===== src/rtl/ds_adc_sequencer.sv =====
// ds_adc_sequencer: delta-sigma modulator sequencer with divided sample strobe,
// settling discard and sinc1 (ones-count) decimation over a programmable window.
module ds_adc_sequencer #(
    parameter int CNT_W  = 16,
    parameter int DIV_W  = 8,
    parameter int SETTLE = 4
) (
    input  logic             CLK,
    input  logic             RST,
    input  logic             START,
    input  logic             ABORT,
    input  logic [CNT_W-1:0] OSR,
    input  logic [DIV_W-1:0] DIV,
    input  logic             BIT,
    output logic             MOD_EN,
    output logic             SAMPLE,
    output logic             BUSY,
    output logic [CNT_W-1:0] DATA,
    output logic             VALID
);
    typedef enum logic [1:0] {ST_IDLE, ST_SETTLE, ST_INTEG, ST_DONE} state_t;

    state_t           state, state_n;
    logic [DIV_W-1:0] div_cnt, div_n, div_l, div_l_n;
    logic [CNT_W-1:0] cnt, cnt_n, cnt_inc, acc, acc_n, osr_l, osr_l_n, data_n;
    logic             busy_n, sample_n;

    assign cnt_inc = cnt + CNT_W'(1);

    always_comb begin
        state_n = state;
        div_l_n = div_l;
        osr_l_n = osr_l;
        cnt_n   = cnt;
        acc_n   = acc;
        data_n  = DATA;
        case (state)
            ST_IDLE:
                if (START && !ABORT && OSR != '0) begin
                    state_n = ST_SETTLE;
                    osr_l_n = OSR;
                    div_l_n = DIV;
                    cnt_n   = '0;
                    acc_n   = '0;
                end
            ST_SETTLE:
                if (ABORT) state_n = ST_IDLE;
                else if (SAMPLE) begin
                    cnt_n = cnt_inc;
                    if (cnt_inc == CNT_W'(SETTLE)) begin
                        cnt_n   = '0;
                        state_n = ST_INTEG;
                    end
                end
            ST_INTEG:
                if (ABORT) state_n = ST_IDLE;
                else if (SAMPLE) begin
                    acc_n = acc + CNT_W'(BIT);
                    cnt_n = cnt_inc;
                    if (cnt_inc == osr_l) begin
                        data_n  = acc + CNT_W'(BIT);
                        state_n = ST_DONE;
                    end
                end
            default: state_n = ST_IDLE;
        endcase
        busy_n = state_n == ST_SETTLE || state_n == ST_INTEG;
        // divider restarts from 0 on entry and free-runs across SETTLE->INTEG
        div_n    = (busy_n && BUSY) ? ((div_cnt == div_l) ? '0 : div_cnt + DIV_W'(1)) : '0;
        sample_n = busy_n && div_n == div_l_n;
    end

    always_ff @(posedge CLK or posedge RST) begin
        if (RST) begin
            state   <= ST_IDLE;
            div_cnt <= '0;
            div_l   <= '0;
            osr_l   <= '0;
            cnt     <= '0;
            acc     <= '0;
            DATA    <= '0;
            MOD_EN  <= 1'b0;
            BUSY    <= 1'b0;
            SAMPLE  <= 1'b0;
            VALID   <= 1'b0;
        end else begin
            state   <= state_n;
            div_cnt <= div_n;
            div_l   <= div_l_n;
            osr_l   <= osr_l_n;
            cnt     <= cnt_n;
            acc     <= acc_n;
            DATA    <= data_n;
            MOD_EN  <= busy_n;
            BUSY    <= busy_n;
            SAMPLE  <= sample_n;
            VALID   <= state_n == ST_DONE;
        end
    end
endmodule

===== config.mk =====
export PLATFORM = sky130hd
export DESIGN_NAME = ds_adc_sequencer
export DESIGN_NICKNAME = d
export VERILOG_FILES = /design/src/rtl/ds_adc_sequencer.sv
export SDC_FILE = /design/constraint.sdc
export NUM_CORES = 1
export LEC_CHECK = 0
export ABC_AREA = 1
export CAP_MARGIN = 15
export CORE_UTILIZATION = 52
export CTS_CLUSTER_SIZE = 14
export DETAILED_ROUTE_END_ITERATION = 8
export MAX_ROUTING_LAYER = met4
export PLACE_DENSITY = 0.77
export SETUP_SLACK_MARGIN = 0.05
export SKIP_LAST_GASP = 1
export SYNTH_ARGS = -nofsm -noshare
export SYNTH_HDL_FRONTEND = slang
export SYNTH_SLANG_ARGS = --single-unit

===== constraint.sdc =====
create_clock -name CLK -period 2.53 [get_ports CLK]
set_input_delay 0.3795 -clock CLK [delete_from_list [all_inputs] [get_ports CLK]]
set_output_delay 0.3795 -clock CLK [all_outputs]
set_load 0.02 [all_outputs]

# Yosys cells after proc, flatten, opt, wreduce, memory -nomap -nowiden

Cells that the tools add are included.

Register bits after elaboration: 85
Word-level logic and storage cells: 64
Input bits: 29

Eq/ne operators: 14
Multiplexer cells: 22
Bitwise gates (word level): 1
Add/sub/neg operators: 3
Reductions and logical operators: 14

Operator list:

| cell                                                              | count |
|---|---|
| 16-bit 2-to-1 mux                                                 | 8 |
| 16-bit one-hot mux with 3 select lines                            | 1 |
| 8-bit 2-to-1 mux                                                  | 4 |
| 16-bit one-hot mux with 2 select lines                            | 1 |
| 16-bit by 1-bit adder with 16-bit output                          | 1 |
| 16-bit by 1-bit adder with 16-bit output (second input constant)  | 1 |
| 16-bit == test                                                    | 1 |
| 16-bit by 3-bit == test with 1-bit output (second input constant) | 1 |
| 8-bit == test                                                     | 2 |
| 16-bit nonzero test                                               | 1 |
| 2-bit 2-to-1 mux                                                  | 7 |
| 2-bit inequality test (second input constant)                     | 5 |
| 8-bit by 1-bit adder with 8-bit output (second input constant)    | 1 |
| 4-bit AND reduction                                               | 2 |
| 2-bit == test (second input constant)                             | 3 |
| 2-bit one-hot mux with 3 select lines                             | 1 |
| 6-bit AND reduction                                               | 1 |
| 2-bit by 1-bit == test with 1-bit output (second input constant)  | 2 |
| 1-bit logical AND                                                 | 4 |
| 3-bit nonzero test                                                | 1 |
| 2-bit logical NOT                                                 | 1 |
| 2-bit AND reduction                                               | 1 |
| 2-bit nonzero test                                                | 1 |
| 1-bit logical NOT                                                 | 1 |
| 2 further kinds                                                   | 2 |

# Depth between registers and ports, before layout

Word-level depth: 12
Gate-level depth with buffers: 26

# Worst setup path after synthesis

OpenSTA, ideal clock, no wires.

Path type: register to register
Start point: register state[0]
End point: register SAMPLE
Required time: 2,459 ps
Setup time: 71 ps
Slack: -229 ps
Arrival: 2,687 ps
Clock period less this slack: 2,759 ps
Cell stages (with the launch flop): 25
Cell sequence: dfrtp_1 inv_1 ha_1 nand2_1 nor2_1 nand3_1 nor2_1 nand3_1 nor2_1 nand2_1 nor2_4 nand4_4 nand2_1 nor2_1 nor2_1 ha_1 nand2_1 inv_1 nand2_1 nor2_1 nand2_1 o21ai_0 nor2_1 nand3_1 nor2_1

RTL lines:

| element                                                                   | line | RTL |
|---|---|---|
| from (decl)                                                               | 23   | `state_t state, state_n;` |
| from (signal assigned)                                                    | 87   | `state <= state_n;` |
| 2-bit == test, or another cell as far along                               | 37   | `case (state)` |
| 2-bit one-hot mux with 3 select lines (*)                                 | 37   |  |
| net state_n[1]                                                            | 23   |  |
| 2-bit by 1-bit == test with 1-bit output or 2-bit == test (tied branches) | 67   | `busy_n = state_n == ST_SETTLE \|\| state_n == ST_INTEG;` |
| 1-bit logical OR (*)                                                      | 67   |  |
| net busy_n                                                                | 26   | `logic busy_n, sample_n;` |
| 1-bit logical AND (*)                                                     | 69   | `div_n = (busy_n && BUSY) ? ((div_cnt == div_l) ? '0 : div_cnt + DIV_W'(1)) : '0;` |
| 8-bit 2-to-1 mux (*)                                                      | 69   |  |
| net div_n[0]                                                              | 24   | `logic [DIV_W-1:0] div_cnt, div_n, div_l, div_l_n;` |
| 8-bit == test (*)                                                         | 70   | `sample_n = busy_n && div_n == div_l_n;` |
| 1-bit logical AND (*)                                                     | 70   |  |
| net sample_n                                                              | 26   |  |
| to (signal assigned)                                                      | 96   | `SAMPLE <= sample_n;` |
| to (decl)                                                                 | 16   | `output logic SAMPLE,` |

Mark *: on every way through the listed nets, which the timed path passes. The rest lies on a longest branch.
A chain may end at the register's enable or synchronous reset.

# Worst setup path in the final report

Start point: register cnt[3]
End point: register SAMPLE

Longest elaborated chain between the ends: 12

Ends and longest elaborated chain:

| element                                                                     | line   | RTL |
|---|---|---|
| from (decl)                                                                 | 25     | `logic [CNT_W-1:0] cnt, cnt_n, cnt_inc, acc, acc_n, osr_l, osr_l_n, data_n;` |
| from (signal assigned)                                                      | 91     | `cnt <= cnt_n;` |
| 16-bit by 1-bit adder with 16-bit output (*)                                | 28     | `assign cnt_inc = cnt + CNT_W'(1);` |
| 16-bit == test or 16-bit by 3-bit == test with 1-bit output (tied branches) | 60, 50 |  |
| 2-bit 2-to-1 mux (on tied branches)                                         | 60, 50 |  |
| 2-bit 2-to-1 mux (on tied branches)                                         | 57, 48 |  |
| 2-bit 2-to-1 mux (on tied branches)                                         | 56, 47 |  |
| 2-bit one-hot mux with 3 select lines (*)                                   | 37     |  |
| net state_n[1]                                                              | 23     |  |
| 2-bit by 1-bit == test with 1-bit output or 2-bit == test (tied branches)   | 67     |  |
| 1-bit logical OR (*)                                                        | 67     |  |
| net busy_n                                                                  | 26     |  |
| 1-bit logical AND (*)                                                       | 69     |  |
| 8-bit 2-to-1 mux (*)                                                        | 69     |  |
| net div_n[3]                                                                | 24     |  |
| 8-bit == test (*)                                                           | 70     |  |
| 1-bit logical AND (*)                                                       | 70     |  |
| net sample_n                                                                | 26     |  |

Marked as above.

==> impl_metrics.ini <==
[logic_synthesis]
yosysSeqAreaShare = 0.4419
synthArstFlopShare = 1.000
syn_area_per_cell_um2 = 7.652
synth_edf_count = 0
netlist_area_um2 = 4813
netlist_instances = 629
yosys_register_bits = 85
ys_types = 29
synthFlopType = dfrtp_1
yosysWarningCount = 0
syn_nets = 667

[clock_tree]
htree_levels = 3
clk_pin_slew_ps = 100
clock_latency_ps = 370
cts_sinks = 85
cts-buffers-inserted = 9
cts_max_path_buffers = 2
cts_root_buf = clkbuf_8
ctsHoldBuffers = 0
cts_tree = built

[power]
p_leak_nw = 2.983
powerDensity_nw_per_um2 = 655.1
peakVddDrop_mv = 0.4724

[floorplan]
ios = 49
fp.dieH_um = 98.21
rows = 34
start_util = 0.5440
die_area_um2 = 9645
core_um2 = 8848
die_w_um = 98.21

[setup_path]
r2r_setup_slack_ps = -620
path_cells = clkinvlp_4 > nor2_4 > nand4_1 > buf_4 > nand3_1 > nand2_1 > nand3_2 > nor2_4 > nand4_4 > nand2_2 > nor2_2 > nor2_2 > ha_1 > nand2_1 > inv_2 > nand2_8 > buf_6 > nor2_4 > xnor2_1 > nand3_1 > nor2_1
cpMostUsedCell = nor2_4
end_kind = register
slowest_stage = dfrtp_2
slowest_delay_ps = 430
cp_num_buf_inv = 4
cp_max_fo = 6
worstPathRequired_ps = 2830
crit_type = register to register
critical_path_arrival_ps = 3450
startpoint_type = register
critPathTopFamily = simple AND/OR/NAND/NOR gates

[route]
viasPerCell = 5.476
postRouteAntennaNets = 0
drc = 0
first_iter_violations = 264
wl_um = 13230
drt-pass1-iter-count = 7
post_drt_wl_per_cell_um = 15.25
num_vias = 4748

[placement]
io_buffer_count = 48
place_ws_ps = -514.8
globalplace.congestion = 0.9522
hpwl_um = 8911
post_dp_cell_area_um2 = 5924

[sta]
finalHoldViolCount = 0
setup_viol = 9
grt_setup_unrepaired = true
fmax_ghz = 0.3176
slew_headroom = 0.5966
min_period_ps = 3149
drv_slew = 0
skew_ps = 10.36
timing.hold.ws_ps = 420.0
finalCritPeriodShare = 1.245
tightest_slew_ps = 603.8
setup_ws_ps = -619.1

[global_routing]
grt_pass1_vias = 4619
antenna_found_initial = 0
grt_max_degree = 33
grt_pass1_wl_um = 20780
grt_overflow = 0
grt_usage = 0.2765

[finish]
fin_nets = 792
layout_common_cells = 145 x nand2_1, 88 x inv_1, 82 x dfrtp_1, 70 x buf_4, 53 x nand3_1
syn_to_final_growth_pct = 35.30
final_common_cell = nand2_1
num_antenna_cells = 0
utilization = 0.7360
fin_area_um2 = 6513
drive_gt1_frac = 0.2596

[worst_hold_path]
hold_class = input port to asynchronous set/reset pin

[run_status]
failed_checks = negative setup slack
outcome = finished, violations left

[job]
maxCapViolations = 0
## state kept, by name, indices dropped and copies added (netlist names)
register	cells
acc	16
DATA	16
cnt	16
SAMPLE	1
VALID	1
osr_l	16
div_l	8
BUSY	1
div_cnt	8
state	2
## worst paths after layout
path	from	depth (start not counted)	endpoint
min in group CLK	DATA[14]	2	DATA[14]
max in group asynchronous	RST	3	cnt[3]
setup reg to reg	cnt[3]	21	SAMPLE
setup / recovery	cnt[3]	21	SAMPLE
hold reg to reg	DATA[14]	2	DATA[14]
hold / removal	RST	2	DATA[5]
## final cells by class
class	count	area, um2
multi-input combinational	438	2549
tap	108	135.1
fill	657	2336
timing repair buffer	126	1122
sequential	85	2131
clock buffer	9	123.9
clock inverter	7	88.84
inverter	94	362.8
## worst reg2reg max path, cell delays in order, from the launching register on
cell and delay [ps]:
dfrtp_2 430, clkinvlp_4 250, nor2_4 240, nand4_1 230, buf_4 210, nand3_1 80
nand2_1 70, nand3_2 80, nor2_4 50, nand4_4 60, nand2_2 70, nor2_2 150
nor2_2 60, ha_1 290, nand2_1 60, inv_2 120, nand2_8 100, buf_6 140
nor2_4 90, xnor2_1 130, nand3_1 90, nor2_1 100
## synthesized netlist by cell type (3+ instances only)
cell | n | area [um2]
nand2_1 | 169 | 634.4
inv_1 | 93 | 349.1
nor2_1 | 52 | 195.2
ha_1 | 9 | 112.6
nor2_4 | 5 | 56.30
nor2_2 | 3 | 18.77
nand2_2 | 11 | 68.82
nand3_1 | 63 | 315.3
buf_2 | 3 | 15.01
o21ai_2 | 14 | 122.6
xor2_1 | 15 | 131.4
xnor2_1 | 6 | 52.55
a21oi_1 | 4 | 20.02
nand4_1 | 13 | 81.33
nor3_1 | 3 | 15.01
dfrtp_1 | 85 | 2127
o22ai_1 | 24 | 150.1
o21ai_0 | 34 | 170.2
buf_6 | 3 | 33.78
clkbuf_1 | 5 | 18.77
o21ai_1 | 7 | 35.03
## per-layer routing
| metal | up-vias | GRT usage | part of all wire | wire (um) |
|---|---|---|---|---|
| li1 | 2273 | - | - | - |
| met1 | 2247 | 0.3181 | 0.39 | 5182 |
| met2 | 185 | 0.4800 | 0.53 | 6947 |
| met3 | 43 | 0.05512 | 0.055 | 722 |
| met4 | 0 | 0.09759 | 0.028 | 373 |
| met5 | - | - | 0 | 0 |
## timing repair
action | in CTS | in global routing
gates cloned | 1 | 0
pin swaps | 11 | 43
buffers inserted | 1 | 7
gates resized for setup | 24 | 65
endpoints found under the setup margin | 9 | 10
## metrics by stage
step | total power, mW | cells | setup TNS [ps]
floorplan | 2.526 | 629 | -166.9
global placement | 2.959 | 842 | -1041
detailed placement | 3.023 | 842 | -1849
CTS | 4.130 | 860 | -798.2
global route | 4.489 | 867 | -4128
finish | 4.266 | 867 | -2669
## power breakdown
group / switching, mW / internal, mW
clock: 0.565 / 0.484
combinational: 0.896 / 0.581
sequential: 0.163 / 1.58
total: 1.62 / 2.64
## cell families after synthesis
group	count (synthesis)	share of synthesized area
simple gates	323	0.2989
buf+inv	107	0.08968
flops	85	0.4419
compound gates	84	0.1079
xor+xnor	21	0.03821
fa+ha+maj	9	0.02340
Power figures use the tool's default switching activity.
